[src/rtl/alu_result_stage.sv]
// Result stage behind the ALU: waits a per-class settle time, then captures the
// 64-bit result into Z and, for mul/div, into the architectural HI/LO pair.
module alu_result_stage #(
    parameter int unsigned MUL_WAIT   = 4,
    parameter int unsigned DIV_WAIT   = 16,
    parameter int unsigned BASIC_WAIT = 0
) (
    input  logic        clock,
    input  logic        clear,
    input  logic        start,
    input  logic [4:0]  opcode,
    input  logic        inc_pc,
    input  logic [63:0] c_in,
    output logic [31:0] z_hi,
    output logic [31:0] z_lo,
    output logic [31:0] hi,
    output logic [31:0] lo,
    output logic        busy,
    output logic        done
);

    localparam int unsigned MAX_MD   = (MUL_WAIT > DIV_WAIT) ? MUL_WAIT : DIV_WAIT;
    localparam int unsigned MAX_WAIT = (MAX_MD > BASIC_WAIT) ? MAX_MD : BASIC_WAIT;
    localparam int unsigned CNT_W    = (MAX_WAIT > 0) ? $clog2(MAX_WAIT + 1) : 1;

    typedef enum logic [1:0] {
        ST_IDLE   = 2'd0,
        ST_SETTLE = 2'd1,
        ST_DONE   = 2'd2
    } state_t;

    typedef enum logic [2:0] {
        OP_BASIC = 3'd0,
        OP_INC   = 3'd1,
        OP_MUL   = 3'd2,
        OP_DIV   = 3'd3,
        OP_MFHI  = 3'd4,
        OP_MFLO  = 3'd5
    } op_t;

    // inc_pc takes priority over whatever the opcode field holds
    function automatic op_t decode_op(input logic inc, input logic [4:0] opc);
        op_t cls;
        if (inc) begin
            cls = OP_INC;
        end else begin
            case (opc)
                5'b01111: cls = OP_MUL;
                5'b10000: cls = OP_DIV;
                5'b11000: cls = OP_MFHI;
                5'b11001: cls = OP_MFLO;
                default:  cls = OP_BASIC;
            endcase
        end
        return cls;
    endfunction

    function automatic logic [CNT_W-1:0] wait_of(input op_t cls);
        logic [CNT_W-1:0] w;
        case (cls)
            OP_MUL:  w = CNT_W'(MUL_WAIT);
            OP_DIV:  w = CNT_W'(DIV_WAIT);
            default: w = CNT_W'(BASIC_WAIT);
        endcase
        return w;
    endfunction

    state_t           state_r, state_nxt_s;
    op_t              op_r, op_nxt_s;
    logic [CNT_W-1:0] cnt_r, cnt_nxt_s;
    logic             capture_s;
    logic [31:0]      z_hi_r, z_lo_r, hi_r, lo_r;
    logic             busy_r, done_r;

    // Next-state, settle counter and capture strobe
    always_comb begin
        state_nxt_s = state_r;
        op_nxt_s    = op_r;
        cnt_nxt_s   = cnt_r;
        capture_s   = 1'b0;
        case (state_r)
            ST_IDLE, ST_DONE: begin
                if (start) begin
                    op_nxt_s    = decode_op(inc_pc, opcode);
                    cnt_nxt_s   = wait_of(decode_op(inc_pc, opcode));
                    state_nxt_s = ST_SETTLE;
                end else begin
                    state_nxt_s = ST_IDLE;
                end
            end
            ST_SETTLE: begin
                if (cnt_r != '0) begin
                    cnt_nxt_s = cnt_r - CNT_W'(1'b1);
                end else begin
                    capture_s   = 1'b1;
                    state_nxt_s = ST_DONE;
                end
            end
            default: begin
                state_nxt_s = ST_IDLE;
            end
        endcase
    end

    // Control state; busy/done are registered copies of the next state
    always_ff @(posedge clock or negedge clear) begin
        if (!clear) begin
            state_r <= ST_IDLE;
            op_r    <= OP_BASIC;
            cnt_r   <= '0;
            busy_r  <= 1'b0;
            done_r  <= 1'b0;
        end else begin
            state_r <= state_nxt_s;
            op_r    <= op_nxt_s;
            cnt_r   <= cnt_nxt_s;
            busy_r  <= (state_nxt_s == ST_SETTLE);
            done_r  <= (state_nxt_s == ST_DONE);
        end
    end

    // Result capture into Z and HI/LO
    always_ff @(posedge clock or negedge clear) begin
        if (!clear) begin
            z_hi_r <= 32'd0;
            z_lo_r <= 32'd0;
            hi_r   <= 32'd0;
            lo_r   <= 32'd0;
        end else if (capture_s) begin
            case (op_r)
                OP_MFHI: begin
                    z_hi_r <= 32'd0;
                    z_lo_r <= hi_r;
                end
                OP_MFLO: begin
                    z_hi_r <= 32'd0;
                    z_lo_r <= lo_r;
                end
                OP_MUL, OP_DIV: begin
                    z_hi_r <= c_in[63:32];
                    z_lo_r <= c_in[31:0];
                    hi_r   <= c_in[63:32];
                    lo_r   <= c_in[31:0];
                end
                default: begin
                    z_hi_r <= c_in[63:32];
                    z_lo_r <= c_in[31:0];
                end
            endcase
        end else begin
            z_hi_r <= z_hi_r;
            z_lo_r <= z_lo_r;
            hi_r   <= hi_r;
            lo_r   <= lo_r;
        end
    end

    assign z_hi = z_hi_r;
    assign z_lo = z_lo_r;
    assign hi   = hi_r;
    assign lo   = lo_r;
    assign busy = busy_r;
    assign done = done_r;

endmodule

[config.mk]
export PLATFORM = sky130hd
export DESIGN_NAME = alu_result_stage
export DESIGN_NICKNAME = d
export VERILOG_FILES = /design/src/rtl/alu_result_stage.sv
export SDC_FILE = /design/constraint.sdc
export NUM_CORES = 1
export LEC_CHECK = 0
export BUFFER_PORTS_ARGS = -buffer_cell sky130_fd_sc_hd__buf_2
export CAP_MARGIN = 40
export CORE_MARGIN = 10
export CORE_UTILIZATION = 35
export DETAILED_ROUTE_END_ITERATION = 8
export HOLD_SLACK_MARGIN = 0.12
export PLACE_DENSITY_LB_ADDON = 0.3
export SLEW_MARGIN = 40
export SYNTH_ARGS = -nofsm -noshare
export SYNTH_HDL_FRONTEND = slang
export SYNTH_SLANG_ARGS = --single-unit
export TNS_END_PERCENT = 50
[constraint.sdc]
create_clock -name clock -period 3 [get_ports clock]
set_input_delay 0.45 -clock clock [delete_from_list [all_inputs] [get_ports clock]]
set_output_delay 0.45 -clock clock [all_outputs]
set_load 0.1 [all_outputs]
### After elaboration in Yosys (flattened, before gate mapping)

Cells that the tools add are included.
W data, S select, Z words.

| storage, ports and cells | value |
|---|---|
| flip-flop bits (word level) | 140 |
| input bits | 73 |
| output and inout bits | 130 |
| logic and storage cells | 50 |

| cells by class | value |
|---|---|
| $add $sub $neg | 1 |
| equality and inequality tests | 16 |
| mux-type cells | 15 |
| reduce and logical (&&, ||, !) cells | 9 |

Operators with widths:

| cell | number |
|---|---|
| $pmux W32 S2 | 1 |
| $mux W32 | 1 |
| $pmux W5 S2 | 2 |
| $eq A5 B5 Y1 const B | 3 |
| $eq A3 B2 Y1 const B | 4 |
| $pmux W3 S4 | 1 |
| $mux W5 | 2 |
| $mux W3 | 3 |
| $eq A3 B3 Y1 const B | 2 |
| $reduce_or A2 Y1 | 3 |
| $eq A5 B4 Y1 const B | 1 |
| $reduce_bool A5 Y1 | 1 |
| $sub A5 B1 Y5 const B | 1 |
| $eq A2 B1 Y1 const B | 2 |
| $eq A2 B2 Y1 const B | 2 |
| $ne A2 B2 Y1 const B | 2 |
| $pmux W2 S2 | 1 |
| $reduce_and A2 Y1 | 2 |
| $mux W1 | 3 |
| $reduce_and A3 Y1 | 1 |
| $logic_not A2 Y1 | 1 |
| $mux W2 | 1 |
| $reduce_bool A2 Y1 | 1 |

### Depth between registers and ports, before layout

| depth | value |
|---|---|
| depth after elaboration | 9 |
| mapped depth | 7 |
| depth with buffers taken out | 5 |

### Worst setup path after synthesis

No wires, ideal clock.

| timing path | value |
|---|---|
| path kind | flip-flop to flip-flop |
| start point | register cnt_r[2] |
| end point | register lo_r[10], in the netlist lo[10] |
| setup time | 0.126 ns |
| arrival | 1.828 ns |
| required time | 2.874 ns |
| slack | 1.046 ns |
| cell stages (with the launch flop) | 7 |
| buffers on the path | 3 |
| clock period less this slack | 1.954 ns |
| cells stage by stage | dfrtp_1 -> or3_1 -> buf_2 -> nor4b_4 -> buf_6 -> buf_12 -> mux2_4 |

| on the way | value |
|---|---|
| longest elaborated chain between the ends | 4 |

Ends and longest elaborated chain:

| item | RTL line | RTL |
|---|---|---|
| start: declaration | 70 | `logic [CNT_W-1:0] cnt_r, cnt_nxt_s;` |
| start signal: assignment | 116 | `cnt_r <= cnt_nxt_s;` |
| $reduce_bool A5 Y1 | 92 | `if (cnt_r != '0) begin` |
| $mux W1 | 92 |  |
| $mux W1 | 81 | `case (state_r)` |
| $reduce_and A2 Y1 (no source line) | -- |  |
| end signal: assignment | 143 | `lo_r <= c_in[31:0];` |
| end signal: assignment | 154 | `lo_r <= lo_r;` |
| end: declaration | 72 | `logic [31:0] z_hi_r, z_lo_r, hi_r, lo_r;` |

No other way between the ends.
A chain may end at the register's enable or synchronous reset.

### Worst setup path after layout

| timing path | value |
|---|---|
| start point | register cnt_r[2] |
| end point | register hi_r[31], in the netlist hi[31] |

| on the way | value |
|---|---|
| longest elaborated chain between the ends | 4 |

Ends and longest elaborated chain:

| item | RTL line | RTL |
|---|---|---|
| $reduce_bool A5 Y1 | 92 |  |
| $mux W1 | 92 |  |
| $mux W1 | 81 |  |
| $reduce_and A2 Y1 (no source line) | -- |  |
| end signal: assignment | 142 | `hi_r <= c_in[63:32];` |
| end signal: assignment | 153 | `hi_r <= hi_r;` |
| end: declaration | 72 |  |

No other way between the ends.

==> summary.txt <==
Run status
  • Status: finished clean

Clock tree
  • Clock-pin transition on the worst setup and hold timing paths: 0.06 ns
  • H-tree levels: 4
  • Clk buf depth: 2
  • Clk_lat worst skew: about 0.42 ns
  • TritonCTS clock tree: built
  • Clock sinks: 140
  • Setup repair bufs after CTS: 0
  • Post-CTS sizing: 0
  • Post-CTS Hold Fix Bufs: 1
  • Total CTS buffers: 17
  • Clock Tree Root: clkbuf_16

Critical path
  • Slowest stage delay, CP: roughly 0.45 ns
  • Worst reg-to-reg setup slack: about 0.89 ns
  • Crit end category: register
  • Crit path required time: about 3.3 ns
  • Largest delay share family, worst path: simple AND/OR/NAND/NOR gates
  • CP cell instances: or3_4 -> nor4b_4 -> buf_12 -> mux2_2
  • R2R depth: 4
  • Critical path arrival: roughly 2.4 ns
  • CP max stage cell: dfrtp_1
  • Cell depth of the worst setup path: 4
  • Startpoint Class: register
  • R2R Path Start: cnt_r[2]$_DFFE_PN0P_
  • Reg-to-Reg End: hi[31]$_DFFE_PN0P_
  • Worst Path Buf+Inv: 1
  • Worst Path Max Fanout: 31
  • Worst setup path class: register to register

Finish
  • # nets final: ~800
  • # fillers: ~1,800
  • Area of the multi-input gates: between 2000 and 3000 µm²
  • Area grow syn2layout: 26.4%
  • Final instance area: around 8400 µm²
  • Finished Core Util: ~45%
  • Register area: about 3500 µm²
  • N_diodes: 0
  • Layout cells sized above 1: about 42%

STA
  • Setup violators final: 0
  • Worst Skew: 0.0114 ns
  • Final worst slack: between 0.8 and 0.9 ns
  • Post-layout min period: roughly 2.1 ns
  • Normalized max-slew margin: between 40% and 50%
  • Hold Violations, Final: 0
  • RSZ-0062 raised after global routing: false
  • Setup_tns: 0 ns
  • Worst Max-Slew Pin Slew: about 0.76 ns
  • Fin crit share: 70.2%
  • Max-slew violation count: 0
  • FMAX: 0.475 GHz

Synthesis
  • Gate Count Post-Synth: approximately 560
  • Post-synth EDFFs: 0
  • Seq/Total Area, Yosys: between 50% and 60%
  • Synth async-reset ratio: between 90% and 100%
  • Most used DFF post-synth: dfrtp_1
  • Syn Nets: about 630
  • Area fraction of the dominant cell type after synthesis: a little over half
  • Ranking of synthesized cells by area: dfrtp_1, mux2_4, o21ai_0, o41ai_1, o31ai_1
  • Distinct cells, synth: 37
  • Mean Syn Cell Area: ~12 µm²
  • Synthesized area: 6610 µm²
  • Synth Warn #: 0
  • Top cell type by total area after synthesis: dfrtp_1
  • #FFs+latches synth: 140

Place
  • Final HPWL DP: 12,700 µm
  • PortBufs: about 200
  • Placer Congestion: 0.791
  • Placed inst area: 7760 µm²
  • Place WS: 0.912 ns

GRT
  • First-pass GRT wire length: about 30,000 µm
  • Largest net degree at the start of global routing: between 100 and 150
  • Grt total ovfl: 0
  • Vias in the first global route: approximately 5,300
  • GRT Overall Usage: ~15%
  • Initial antenna violation count: 0

Floorplanning
  • Core area: 18,600 µm²
  • I/O pin count: between 200 and 250
  • Chip height: 157 µm
  • Starting density of the core: a little over a third
  • DIE AREA: 24,800 µm²
  • Die W: 157 µm
  • # rows: 50

Min path
  • Cell count of the worst hold path: 3
  • Hold Path Class: input port to register
  • Hold wc startpoint: c_in[60]
  • WHS Endpoint: z_hi[28]$_DFFE_PN0P_

Run
  • Max cap viols: 0

Route
  • Drt drc: 0
  • Drt first pass iters: 6
  • WL final: 19,100 µm
  • DR WL/cell: about 19 µm
  • Vias per std cell: ~5.2
  • Vias: 5,109
  • DRT iter0 DRCs: between 200 and 250
  • ANT nets after route: 0
==> state kept, by name, summed over array words and instances, names as in the netlist <==
signal / count
busy: 1
cnt_r: 5
done: 1
hi: 32
lo: 32
op_r: 3
state_r: 2
z_hi: 32
z_lo: 32
==> through the flow <==
step | hold slack (ns) | cells
final | 0.271 | 982
after global routing | 0.245 | 982
after CTS | 0.248 | 982
after detailed placement | 0.460 | 949
after global placement | 0.462 | 949
after floorplan | 0.154 | 559
==> synth_stat cells, drive strengths merged (2+ instances only) <==
| library cell | count |
|---|---|
| o41ai | 33 |
| ha | 2 |
| buf | 13 |
| a211oi | 32 |
| inv | 2 |
| nand2 | 35 |
| or2 | 2 |
| dfrtp | 140 |
| nand3b | 3 |
| o311ai | 2 |
| nand2b | 3 |
| nor2b | 33 |
| clkbuf | 42 |
| o21ai | 69 |
| mux2 | 64 |
| o31ai | 33 |
| nor4b | 2 |
| nor2 | 35 |
==> cell usage in the layout (no fill, tap or decap), drive strengths merged, types with 2 or more instances in the layout <==
cell type and instances:
a211oi 32, inv 6, clkbuf 18, o31ai 33, or2 2, nor4b 2
clkinvlp 4, mux2 64, nor2b 33, dfrtp 140, nand2b 3, nor2 35
o21ai 69, nand2 35, o41ai 33, nand3b 3, o311ai 2, buf 211
ha 2, clkinv 5
==> how the worst max path moves through the flow <==
stage,endpoint,startpoint
floorplan,lo[10]$_DFFE_PN0P_,cnt_r[2]$_DFFE_PN0P_
global placement,lo[1]$_DFFE_PN0P_,cnt_r[2]$_DFFE_PN0P_
detailed placement,hi[31]$_DFFE_PN0P_,cnt_r[2]$_DFFE_PN0P_
CTS,hi[31]$_DFFE_PN0P_,cnt_r[2]$_DFFE_PN0P_
global route,hi[31]$_DFFE_PN0P_,cnt_r[0]$_DFFE_PN0P_
finish,hi[31]$_DFFE_PN0P_,cnt_r[2]$_DFFE_PN0P_
==> routing by layer <==
metal	GRT usage (%)	vias to the layer above	wire length, µm
met5	0	-	0
met2	23.9	142	8780
met1	20.1	2514	8900
li1	-	2434	-
met3	5.13	19	1200
met4	4.41	0	198
==> layout make-up <==
class / instances / area share (%)
timing repair buffer: 212 / 14.0
clock inverter: 14 / 1.62
sequential: 140 / 42.0
multi-input combinational: 362 / 33.5
tap: 234 / 3.51
clock buffer: 18 / 5.26
inverter: 2 / 0.0899
==> worst reg2reg max path, stage by stage (launching register included) <==
cell	delay (ns)
dfrtp_1	0.45
or3_4	0.45
nor4b_4	0.40
buf_12	0.30
mux2_2	0.39
==> kinds of logic (layout without fill, tap and decap cells) <==
kind of cell	after synthesis	count (layout)	share of synthesized area (%)
AOI/OAI and AO/OA	174	174	17.8
xor gates and xnor gates	1	1	0.133
adders and majority gates	2	2	0.379
buffers and inverters	57	246	4.92
DFF	140	140	53.0
muxes	65	65	14.5
and+or+nand+nor	120	120	9.26
Power is left out: the tool's default activity adds up to more than one toggle a clock period on the data nets, which glitch-free logic cannot reach.
